`config.mk`:
```
export PLATFORM = sky130hd
export DESIGN_NAME = cp0_timer
export DESIGN_NICKNAME = d
export VERILOG_FILES = /design/src/rtl/cp0_timer.sv
export SDC_FILE = /design/constraint.sdc
export NUM_CORES = 1
export LEC_CHECK = 0
export CORE_MARGIN = 8
export CORE_UTILIZATION = 55
export CTS_BUF_LIST = sky130_fd_sc_hd__clkbuf_4 sky130_fd_sc_hd__clkbuf_8
export CTS_CLUSTER_SIZE = 10
export DETAILED_ROUTE_END_ITERATION = 12
export PLACE_DENSITY = 0.86
export SLEW_MARGIN = 30
export SYNTH_ARGS = -nofsm -noshare
export SYNTH_HDL_FRONTEND = slang
export SYNTH_SLANG_ARGS = --single-unit
```
`constraint.sdc`:
```
create_clock -name clk -period 6.92 [get_ports clk]
set_input_delay 1.384 -clock clk [delete_from_list [all_inputs] [get_ports clk]]
set_output_delay 1.384 -clock clk [all_outputs]
set_load 0.005 [all_outputs]
```
`src/rtl/cp0_timer.sv`:
```
// cp0_timer: coprocessor-0 for the pipelined MIPS core.
// Handles SR/Cause/EPC exception entry and eret, a configurable number of
// external interrupt lines, a Count/Compare timer with a sticky pending bit,
// BadVAddr capture on address errors, and a read-only PrID.
//
// Handshake: there is no valid/ready pair here. Req is a combinational
// request to the PC-select logic; the entry it announces is committed on the
// next rising clk edge. An mtc0 write (en) is accepted on the same edge only
// when Req is 0; when Req is 1 the write is dropped.
module cp0_timer #(
  parameter int          NUM_HWINT = 6,
  parameter int          TIMER_IDX = 5,
  parameter logic [31:0] PRID_VAL  = 32'h2137_3293
) (
  input  logic                 clk,
  input  logic                 reset_n,
  input  logic                 en,
  input  logic                 BDIn,
  input  logic                 EXLClr,
  input  logic [4:0]           ExcCodeIn,
  input  logic [NUM_HWINT-1:0] HWInt,
  input  logic [4:0]           CP0Addr,
  input  logic [31:0]          CP0In,
  input  logic [31:0]          vPC,
  input  logic [31:0]          BadVAddrIn,
  output logic                 Req,
  output logic [31:0]          EPCout,
  output logic [31:0]          CP0out,
  output logic                 TimerIrq
);

  localparam logic [4:0] ADDR_BADVADDR = 5'd8;
  localparam logic [4:0] ADDR_COUNT    = 5'd9;
  localparam logic [4:0] ADDR_COMPARE  = 5'd11;
  localparam logic [4:0] ADDR_SR       = 5'd12;
  localparam logic [4:0] ADDR_CAUSE    = 5'd13;
  localparam logic [4:0] ADDR_EPC      = 5'd14;
  localparam logic [4:0] ADDR_PRID     = 5'd15;

  // Architectural state
  logic        sr_ie_q,     sr_ie_d;
  logic        sr_exl_q,    sr_exl_d;
  logic [5:0]  sr_im_q,     sr_im_d;
  logic        cause_bd_q,  cause_bd_d;
  logic        ti_q,        ti_d;
  logic [5:0]  ip_q,        ip_d;
  logic [4:0]  exccode_q,   exccode_d;
  logic [31:0] epc_q,       epc_d;
  logic [31:0] badvaddr_q,  badvaddr_d;
  logic [31:0] count_q,     count_d;
  logic [31:0] compare_q,   compare_d;

  // Combinational helpers
  logic [5:0]  ipvec;
  logic        int_req;
  logic        exc_req;
  logic        wr_en;
  logic        wr_sr;
  logic        wr_epc;
  logic        wr_count;
  logic        wr_compare;
  logic        addr_err;

  // Build the pending-interrupt vector: external lines plus the timer bit.
  always_comb begin
    ipvec = '0;
    for (int i = 0; i < NUM_HWINT; i++) begin
      ipvec[i] = HWInt[i];
    end
    ipvec[TIMER_IDX] = ipvec[TIMER_IDX] | ti_q;
  end

  // Request generation and the EPC handed to PC-select; interrupts win.
  always_comb begin
    int_req  = (|(sr_im_q & ipvec)) & sr_ie_q & ~sr_exl_q;
    exc_req  = (ExcCodeIn != 5'd0) & ~sr_exl_q;
    Req      = int_req | exc_req;
    EPCout   = Req ? (BDIn ? (vPC - 32'd4) : vPC) : epc_q;
    TimerIrq = ti_q;
  end

  // mtc0 decode; writes are suppressed while an entry is being requested.
  always_comb begin
    wr_en      = en & ~Req;
    wr_sr      = wr_en & (CP0Addr == ADDR_SR);
    wr_epc     = wr_en & (CP0Addr == ADDR_EPC);
    wr_count   = wr_en & (CP0Addr == ADDR_COUNT);
    wr_compare = wr_en & (CP0Addr == ADDR_COMPARE);
    addr_err   = (ExcCodeIn == 5'd4) | (ExcCodeIn == 5'd5);
  end

  // SR next state: mtc0 first, then eret clears EXL, then entry sets it.
  always_comb begin
    sr_ie_d  = sr_ie_q;
    sr_exl_d = sr_exl_q;
    sr_im_d  = sr_im_q;
    if (wr_sr) begin
      sr_ie_d  = CP0In[0];
      sr_exl_d = CP0In[1];
      sr_im_d  = CP0In[15:10];
    end
    if (EXLClr) begin
      sr_exl_d = 1'b0;
    end
    if (Req) begin
      sr_exl_d = 1'b1;
    end
  end

  // Cause, EPC and BadVAddr next state on exception/interrupt entry.
  always_comb begin
    cause_bd_d = cause_bd_q;
    exccode_d  = exccode_q;
    epc_d      = epc_q;
    badvaddr_d = badvaddr_q;
    ip_d       = ipvec;
    if (wr_epc) begin
      epc_d = CP0In;
    end
    if (Req) begin
      cause_bd_d = BDIn;
      epc_d      = EPCout;
      exccode_d  = int_req ? 5'd0 : ExcCodeIn;
      if (exc_req && !int_req && addr_err) begin
        badvaddr_d = BadVAddrIn;
      end
    end
  end

  // Timer: free-running Count, Compare register and sticky TI bit.
  always_comb begin
    count_d   = wr_count ? CP0In : (count_q + 32'd1);
    compare_d = wr_compare ? CP0In : compare_q;
    ti_d      = ti_q;
    if (count_q == compare_q) begin
      ti_d = 1'b1;
    end
    if (wr_compare) begin
      ti_d = 1'b0;
    end
  end

  // mfc0 read mux; unimplemented registers and bits read as zero.
  always_comb begin
    CP0out = 32'd0;
    case (CP0Addr)
      ADDR_BADVADDR: CP0out = badvaddr_q;
      ADDR_COUNT:    CP0out = count_q;
      ADDR_COMPARE:  CP0out = compare_q;
      ADDR_SR:       CP0out = {16'd0, sr_im_q, 8'd0, sr_exl_q, sr_ie_q};
      ADDR_CAUSE:    CP0out = {cause_bd_q, ti_q, 2'b00, 1'b0, 11'd0,
                               ip_q, 3'd0, exccode_q, 2'b00};
      ADDR_EPC:      CP0out = epc_q;
      ADDR_PRID:     CP0out = PRID_VAL;
      default:       CP0out = 32'd0;
    endcase
  end

  // State registers with synchronous active-low reset.
  always_ff @(posedge clk) begin
    if (!reset_n) begin
      sr_ie_q    <= 1'b0;
      sr_exl_q   <= 1'b0;
      sr_im_q    <= 6'd0;
      cause_bd_q <= 1'b0;
      ti_q       <= 1'b0;
      ip_q       <= 6'd0;
      exccode_q  <= 5'd0;
      epc_q      <= 32'd0;
      badvaddr_q <= 32'd0;
      count_q    <= 32'd0;
      compare_q  <= 32'hFFFF_FFFF;
    end else begin
      sr_ie_q    <= sr_ie_d;
      sr_exl_q   <= sr_exl_d;
      sr_im_q    <= sr_im_d;
      cause_bd_q <= cause_bd_d;
      ti_q       <= ti_d;
      ip_q       <= ip_d;
      exccode_q  <= exccode_d;
      epc_q      <= epc_d;
      badvaddr_q <= badvaddr_d;
      count_q    <= count_d;
      compare_q  <= compare_d;
    end
  end

endmodule

```
==> results of run 1 <==
## registers in the layout, indices dropped and copies added, names as in the netlist
signal and cells:
sr_im_q 6, cause_bd_q 1, sr_ie_q 1, sr_exl_q 1, badvaddr_q 32, ip_q 6
exccode_q 5, epc_q 32, count_q 32, TimerIrq 1, compare_q 32
## power by group through the flow
| stage | clock network, mW | logic, mW | registers, mW |
|---|---|---|---|
| 2_1_floorplan | 0 | 0.143 | 0.922 |
| 3_3_place_gp | 0 | 0.319 | 0.939 |
| 3_5_place_dp | 0 | 0.323 | 0.939 |
| 4_1_cts | 0.704 | 0.326 | 0.919 |
| 5_1_grt | 0.732 | 0.352 | 0.923 |
| 6_report | 0.701 | 0.329 | 0.922 |
## metal layers
layer / global-route usage (%) / part of all wire, % / routed length (um) / vias up
li1: - / - / - / 4032
met1: 37.5 / 42 / 12100 / 4030
met2: 42.8 / 44 / 12600 / 507
met3: 7.71 / 11 / 3270 / 74
met4: 12.4 / 3.2 / 933 / 0
met5: 0 / 0 / 0 / -
## through the flow
step,power [mW],hold WS [ns],instances
after global placement,1.26,0.476,1367
after detailed placement,1.26,0.484,1367
after global routing,2.01,0.523,1398
after CTS,1.95,0.496,1398
final,1.95,0.503,1398
after floorplan,1.07,0.431,1061
## worst reg2reg max path, cell delays in order, from the launching register on
cell	delay [ns]
sky130_fd_sc_hd__dfxtp_1	0.35
sky130_fd_sc_hd__a222oi_1	0.39
sky130_fd_sc_hd__a311o_2	0.33
sky130_fd_sc_hd__and2_1	0.21
sky130_fd_sc_hd__clkinv_2	0.60
sky130_fd_sc_hd__o21ai_0	0.45
sky130_fd_sc_hd__a21oi_1	0.06
## cell families after synthesis
family          after synthesis
compound gates              185
xor+xnor                     79
fa+ha+maj                     2
buf+inv                      90
flops                       149
mux                          47
simple gates                509
## synth_stat cells, drive strengths merged (24+ instances only)
cell type and n:
mux2i 45, nand3 86, a21oi 28, dfxtp 149, clkbuf 51, a22oi 48, nor2 97, nand4 32
nand2 194, and3 24, o21ai 38, buf 29, xor2 26, xnor2 53
## placed cells by master (no fill, tap or decap), types with 27 or more instances in the layout
| cell type | n |
|---|---|
| sky130_fd_sc_hd__nand2_1 | 194 |
| sky130_fd_sc_hd__clkdlybuf4s50_1 | 181 |
| sky130_fd_sc_hd__dfxtp_1 | 149 |
| sky130_fd_sc_hd__nor2_1 | 97 |
| sky130_fd_sc_hd__nand3_1 | 85 |
| sky130_fd_sc_hd__xnor2_1 | 53 |
| sky130_fd_sc_hd__a22oi_1 | 48 |
| sky130_fd_sc_hd__mux2i_1 | 45 |
| sky130_fd_sc_hd__o21ai_0 | 38 |
| sky130_fd_sc_hd__nand4_1 | 30 |
| sky130_fd_sc_hd__a21oi_1 | 27 |
## layout make-up
type / instances / area, um2 / share of cell area [%]
Clock buffer: 21 / 277 / 2.62
Tap cell: 188 / 235 / 2.23
Sequential cell: 149 / 2980 / 28.3
Timing Repair Buffer: 198 / 1940 / 18.4
Clock inverter: 10 / 130 / 1.23
Inverter: 10 / 38.8 / 0.368
Multi-Input combinational cell: 822 / 4950 / 46.9
## worst paths after layout
check	cells after the start	slack, ns	to	start
setup / recovery	7	0.98	CP0out[7]	CP0Addr[0]
hold / removal	2	0.50	compare_q[29]	compare_q[29]
setup reg to reg	6	4.37	epc_q[23]	sr_im_q[0]
hold reg to reg	2	0.50	compare_q[29]	compare_q[29]
==> implementation parameters, run 1 <==
Parameter                              Value

Clocking
  Hold-fix buffers, CTS ... 0
  Clk Tree Root Cell ... sky130_fd_sc_hd__clkbuf_8
  H-Tree Depth ... 4
  Post-CTS setup repair buffer count ... 0
  Register clock-pin slew on the reported worst setup and hold paths ... 0.07 ns
  Number of CTS-inserted buffers ... 17
  Number of clock sinks seen by CTS ... 149
  PostCTS Resize Cnt ... 0
  TritonCTS clock tree ... done
  Insertion delay to the later sink of the worst-skew pair ... 0.46 ns
  Buffers from clock root to sink, at most ... 2

Yosys
  Share of flip-flops with an asynchronous set or reset ... 0%
  Fraction of synthesized cell area taken by the top area cell type ... 36.1%
  Post-synthesis area per instance ... 7.80 um2
  Simple-gate share of the synthesized area ... 29.5%
  Fraction of the mapped netlist area in adder cells ... 0.302%
  Total nets after synthesis ... 1,180
  Multiplexer share of the synthesized area ... 5.72%
  Post-Synthesis Cells ... 1,061
  Flip-flop cell with the highest count after synthesis ... sky130_fd_sc_hd__dfxtp_1
  Xor/xnor cell area share of the yosys netlist ... 8.36%
  Number of enable flip-flop cells after synthesis ... 0
  Yosys synthesis warning count ... 0
  Share of synthesized area occupied by flip-flops and latches ... 36.1%
  Area of the mapped netlist ... 0.00827 mm2
  Netlist cell types ... 56
  Compound-Gate Fraction of Synth Area ... 15.4%
  Top post-synthesis cells by area ... sky130_fd_sc_hd__dfxtp_1, sky130_fd_sc_hd__nand2_1, sky130_fd_sc_hd__xnor2_1
  Post-synthesis sequential element count ... 149
  Cell type with the largest total area after synthesis ... sky130_fd_sc_hd__dfxtp_1
  Main combinational cell family by area after synthesis ... simple AND/OR/NAND/NOR gates

Detailed routing
  Total iterations of the first detailed-routing run ... 6
  DRC viols ... 0
  DR WL/cell ... 20.7 um
  Wire length reported by the detailed router ... 28,900 um
  Iteration-0 DRC Markers ... 1,073
  Ratio of routed vias to standard cells ... 6.18
  Vias post-DR ... 8,643
  ANT nets after route ... 0

STA
  Setup violation total in the final timing report ... 0
  Crit share post-route ... 85.9%
  Final number of max-transition violations ... 0
  Post-route setup slack ... 0.977 ns
  Post-route minimum period ... 5.94 ns
  Final-report hold violation count ... 0
  Total Neg Setup Slack ... 0 ns
  Setup repair after global routing missed its margin ... no
  Max_slew headroom ... 43.2%
  Clock Skew ... 0.0184 ns
  Slew at the pin closest to its max-slew limit ... 0.849 ns
  Maximum operating frequency ... 168 MHz

Layout
  Filler cells ... 1,181
  Post-Layout Inst Area ... 0.0105 mm2
  Layout cells sized above 1 ... 6.12%
  Nets ... 1,317
  Synthesis-to-finish area growth ... 27.5%
  Number of inserted diodes ... 0
  Finished Core Util ... 70.4%

Power
  Peak supply drop ... 122 uV
  Switching power total ... 0.514 mW
  Sw Ratio ... 26.3%
  Static power due to leakage ... 3.91 nW
  Sequential share of power ... 47.2%
  Internal power ... 1.44 mW
  Cell area power density ... 185 mW/mm2
  Clock power share ... 35.9%
  Share of total power in combinational logic ... 16.9%

Worst setup path
  Top delay family on crit path ... buffers and inverters
  Most common cell on crit path ... sky130_fd_sc_hd__clkdlybuf4s50_1
  Biggest fanout along the worst timing path ... 17
  Crit path buf inv count ... 3
  Startpoint-to-endpoint class of the critical path ... input port to primary output
  CP Capture Type ... primary output
  Critical-path cell list ... clkdlybuf4s50_1, nor4b_1, and2_1, buf_4, a22oi_1, nand3_1, clkdlybuf4s50_1
  Slowest cell on the critical path ... sky130_fd_sc_hd__and2_1
  CP peak stage delay ... 0.70 ns
  Arr. time, crit path ... 4.56 ns
  Element type at the critical path start ... input port
  Worst Path Required ... 5.54 ns

Die
  Core area ... 0.0150 mm2
  Chip Width ... 139 um
  Vertical extent of the die ... 139 um
  Initial core utilization ... 55.2%
  Boundary Pins ... 183
  Number of cell rows ... 45
  Die Area ... 0.0192 mm2

Placed design
  Port Buf Inserts ... 182
  Gp weighted congestion ... 0.927
  Cell area reported after detailed placement ... 0.0101 mm2
  DP Worst Slack ... 1.10 ns
  Sum of net half-perimeters after detailed placement ... 21,100 um

GRT
  Vias in the first global route ... 8,116
  Pin count of the biggest net entering global routing ... 77
  Number of antenna violations at the first check in global routing ... 0
  Remaining global-route overflow ... 0
  Total Routing Usage GR ... 28.4%
  First-pass GRT wire length ... 43,900 um

Hold path
  Hold Path Class ... register to register

Outcome
  Outcome ... finished clean

Run
  Number of maximum-capacitance violations ... 0
(Power assumes the default switching activity.)
==> run 2: changes to the inputs <==
- CORE_ASPECT_RATIO: unset -> 1.2
==> implementation parameters, run 2 (synthesis results as in run 1) <==
Parameter                              Value

Detailed routing
  Wire length on met2 ... 12,400 um (was 12,600 um)
  Met3 routed wirelength ... 3560 um (was 3270 um)
  DR WL/cell ... 19.8 um (was 20.7 um)
  DRC viols ... 0 (unchanged)
  Vias post-DR ... 8,559 (was 8,643)
  ANT nets after route ... 0 (unchanged)
  Total iterations of the first detailed-routing run ... 6 (unchanged)
  Highest metal layer with signal wires ... met4 (unchanged)
  Wire length reported by the detailed router ... 28,100 um (was 28,900 um)
  Iteration-0 DRC Markers ... 1,091 (was 1,073)
  Ratio of routed vias to standard cells ... 6.05 (was 6.18)
  Wire length on met1 ... 11,200 um (was 12,100 um)

Layout
  Filler cells ... 1,231 (was 1,181)
  Number of inserted diodes ... 0 (unchanged)
  Most frequent standard cell in the layout excluding fill and tap cells ... sky130_fd_sc_hd__nand2_1 (unchanged)
  Layout cells sized above 1 ... 6.03% (was 6.12%)
  Nets ... 1,317 (unchanged)
  Leading cell types in the layout, fill and taps excluded ... sky130_fd_sc_hd__nand2_1, sky130_fd_sc_hd__clkdlybuf4s50_1, sky130_fd_sc_hd__dfxtp_1 (unchanged)
  Finished Core Util ... 71.5% (was 70.4%)
  Synthesis-to-finish area growth ... 28.1% (was 27.5%)

Die
  Number of cell rows ... 49 (was 45)
  Vertical extent of the die ... 150 um (was 139 um)
  Boundary Pins ... 183 (unchanged)
  Initial core utilization ... 55.8% (was 55.2%)
  Core area ... 0.0148 mm2 (was 0.0150 mm2)
  Chip Width ... 128 um (was 139 um)
  Die Area ... 0.0192 mm2 (about the same)

STA
  Final number of max-transition violations ... 0 (unchanged)
  Setup repair after global routing missed its margin ... no (unchanged)
  Clock Skew ... 0.00783 ns (was 0.0184 ns)
  Max_slew headroom ... 45.5% (was 43.2%)
  Post-route minimum period ... 5.84 ns (was 5.94 ns)
  Crit share post-route ... 84.4% (was 85.9%)
  Slew at the pin closest to its max-slew limit ... 0.814 ns (was 0.849 ns)
  Final-report hold violation count ... 0 (unchanged)
  Maximum operating frequency ... 171 MHz (was 168 MHz)
  Setup violation total in the final timing report ... 0 (unchanged)
  Total Neg Setup Slack ... 0 ns (unchanged)

Worst setup path
  Worst setup path startpoint ... CP0Addr[0] (unchanged)
  Critical-path cell list ... clkdlybuf4s50_1, nor4b_1, and2_1, buf_4, a22oi_1, nand3_1, clkdlybuf4s50_1 (unchanged)
  Slowest cell on the critical path ... sky130_fd_sc_hd__clkdlybuf4s50_1 (was sky130_fd_sc_hd__and2_1)
  CP Capture Type ... primary output (unchanged)
  Most common cell on crit path ... sky130_fd_sc_hd__clkdlybuf4s50_1 (unchanged)
  CP peak stage delay ... 0.75 ns (was 0.70 ns)
  Length in cells of the worst reg-to-reg path ... 7 (was 6)
  Reg-to-reg startpoint ... TimerIrq (was sr_im_q[0])
  Element type at the critical path start ... input port (unchanged)
  Startpoint-to-endpoint class of the critical path ... input port to primary output (unchanged)
  Arr. time, crit path ... 4.45 ns (was 4.56 ns)
  Biggest fanout along the worst timing path ... 21 (was 17)
  Worst Path Required ... 5.54 ns (about the same)

Clocking
  Number of CTS-inserted buffers ... 17 (unchanged)
  Buffers from clock root to sink, at most ... 2 (unchanged)
  TritonCTS clock tree ... done (unchanged)
  H-Tree Depth ... 4 (unchanged)
  Register clock-pin slew on the reported worst setup and hold paths ... 0.08 ns (was 0.07 ns)
  Clk Tree Root Cell ... sky130_fd_sc_hd__clkbuf_8 (unchanged)
  Hold-fix buffers, CTS ... 0 (unchanged)
  Number of clock sinks seen by CTS ... 149 (unchanged)
  Insertion delay to the later sink of the worst-skew pair ... 0.44 ns (was 0.46 ns)
  PostCTS Resize Cnt ... 0 (unchanged)
  Post-CTS setup repair buffer count ... 0 (unchanged)

Placed design
  Gp weighted congestion ... 0.931 (was 0.927)
  Sum of net half-perimeters after detailed placement ... 20,500 um (was 21,100 um)
  Port Buf Inserts ... 182 (unchanged)

GRT
  Vias in the first global route ... 8,079 (was 8,116)
  Total Routing Usage GR ... 28.2% (was 28.4%)
  Number of antenna violations at the first check in global routing ... 0 (unchanged)
  Pin count of the biggest net entering global routing ... 77 (unchanged)
  First-pass GRT wire length ... 43,000 um (was 43,900 um)
  Remaining global-route overflow ... 0 (unchanged)

Run
  Number of maximum-capacitance violations ... 0 (unchanged)

Hold path
  Start point of the worst hold path ... compare_q[23] (was compare_q[29])
  Number of cells traversed by the worst hold path ... 2 (unchanged)
  Hold Path Class ... register to register (unchanged)

Power
  Clock power share ... 37.4% (was 35.9%)
  Peak supply drop ... 121 uV (was 122 uV)
  Share of total power in combinational logic ... 16.3% (was 16.9%)
  Sw Ratio ... 25.3% (was 26.3%)
  Internal power ... 1.49 mW (was 1.44 mW)
  Sequential share of power ... 46.3% (was 47.2%)
  Static power due to leakage ... 3.94 nW (was 3.91 nW)
  Switching power total ... 0.503 mW (was 0.514 mW)
  Cell area power density ... 188 mW/mm2 (was 185 mW/mm2)

Outcome
  Outcome ... finished clean (unchanged)
[run 2: final cells by class]
type                       count  area, um2  share of cell area [%]
multi-input combinational    822       4950                    46.7
inverter                      10       37.5                   0.354
clock buffer                  22        290                    2.74
tap                          204        255                    2.41
clock inverter                 9        150                    1.42
sequential                   149       2980                    28.1
timing repair buffer         198       1940                    18.3
[run 2: worst max-delay path, delay by kind of cell]
kind,cells,cell delay [ns]
compound gates,1,0.16
buf+inv,3,1.65
simple gates,3,1.23
[run 2: final timing paths]
check | endpoint | slack (ns)
min | compare_q[23] | 0.50
max reg2reg | epc_q[22] | 4.25
min reg2reg | compare_q[23] | 0.50
max | CP0out[21] | 1.08
[run 2: metrics by stage]
stage | area [um2] | power [mW] | setup WS [ns] | cells | hold slack (ns)
2_1_floorplan | 8270 | 1.07 | 2.68 | 1061 | 0.431
3_3_place_gp | 10200 | 1.25 | 1.25 | 1383 | 0.480
3_5_place_dp | 10200 | 1.26 | 1.22 | 1383 | 0.489
4_1_cts | 10600 | 1.99 | 1.20 | 1414 | 0.500
5_1_grt | 10600 | 2.06 | 0.990 | 1414 | 0.517
6_report | 10600 | 1.99 | 1.08 | 1414 | 0.501
[run 2: power by group through the flow]
stage	combinational [mW]	sequential, mW	clock (mW)
detailed placement	0.320	0.937	0
global route	0.350	0.922	0.785
global placement	0.317	0.937	0
CTS	0.323	0.918	0.745
floorplan	0.143	0.922	0
finish	0.325	0.920	0.743
[run 2: routing by layer]
layer / vias to the layer above / GRT usage [%]
met3: 67 / 7.58
met5: - / 0
li1: 4040 / -
met1: 3901 / 36.5
met4: 0 / 11.9
met2: 551 / 43.6
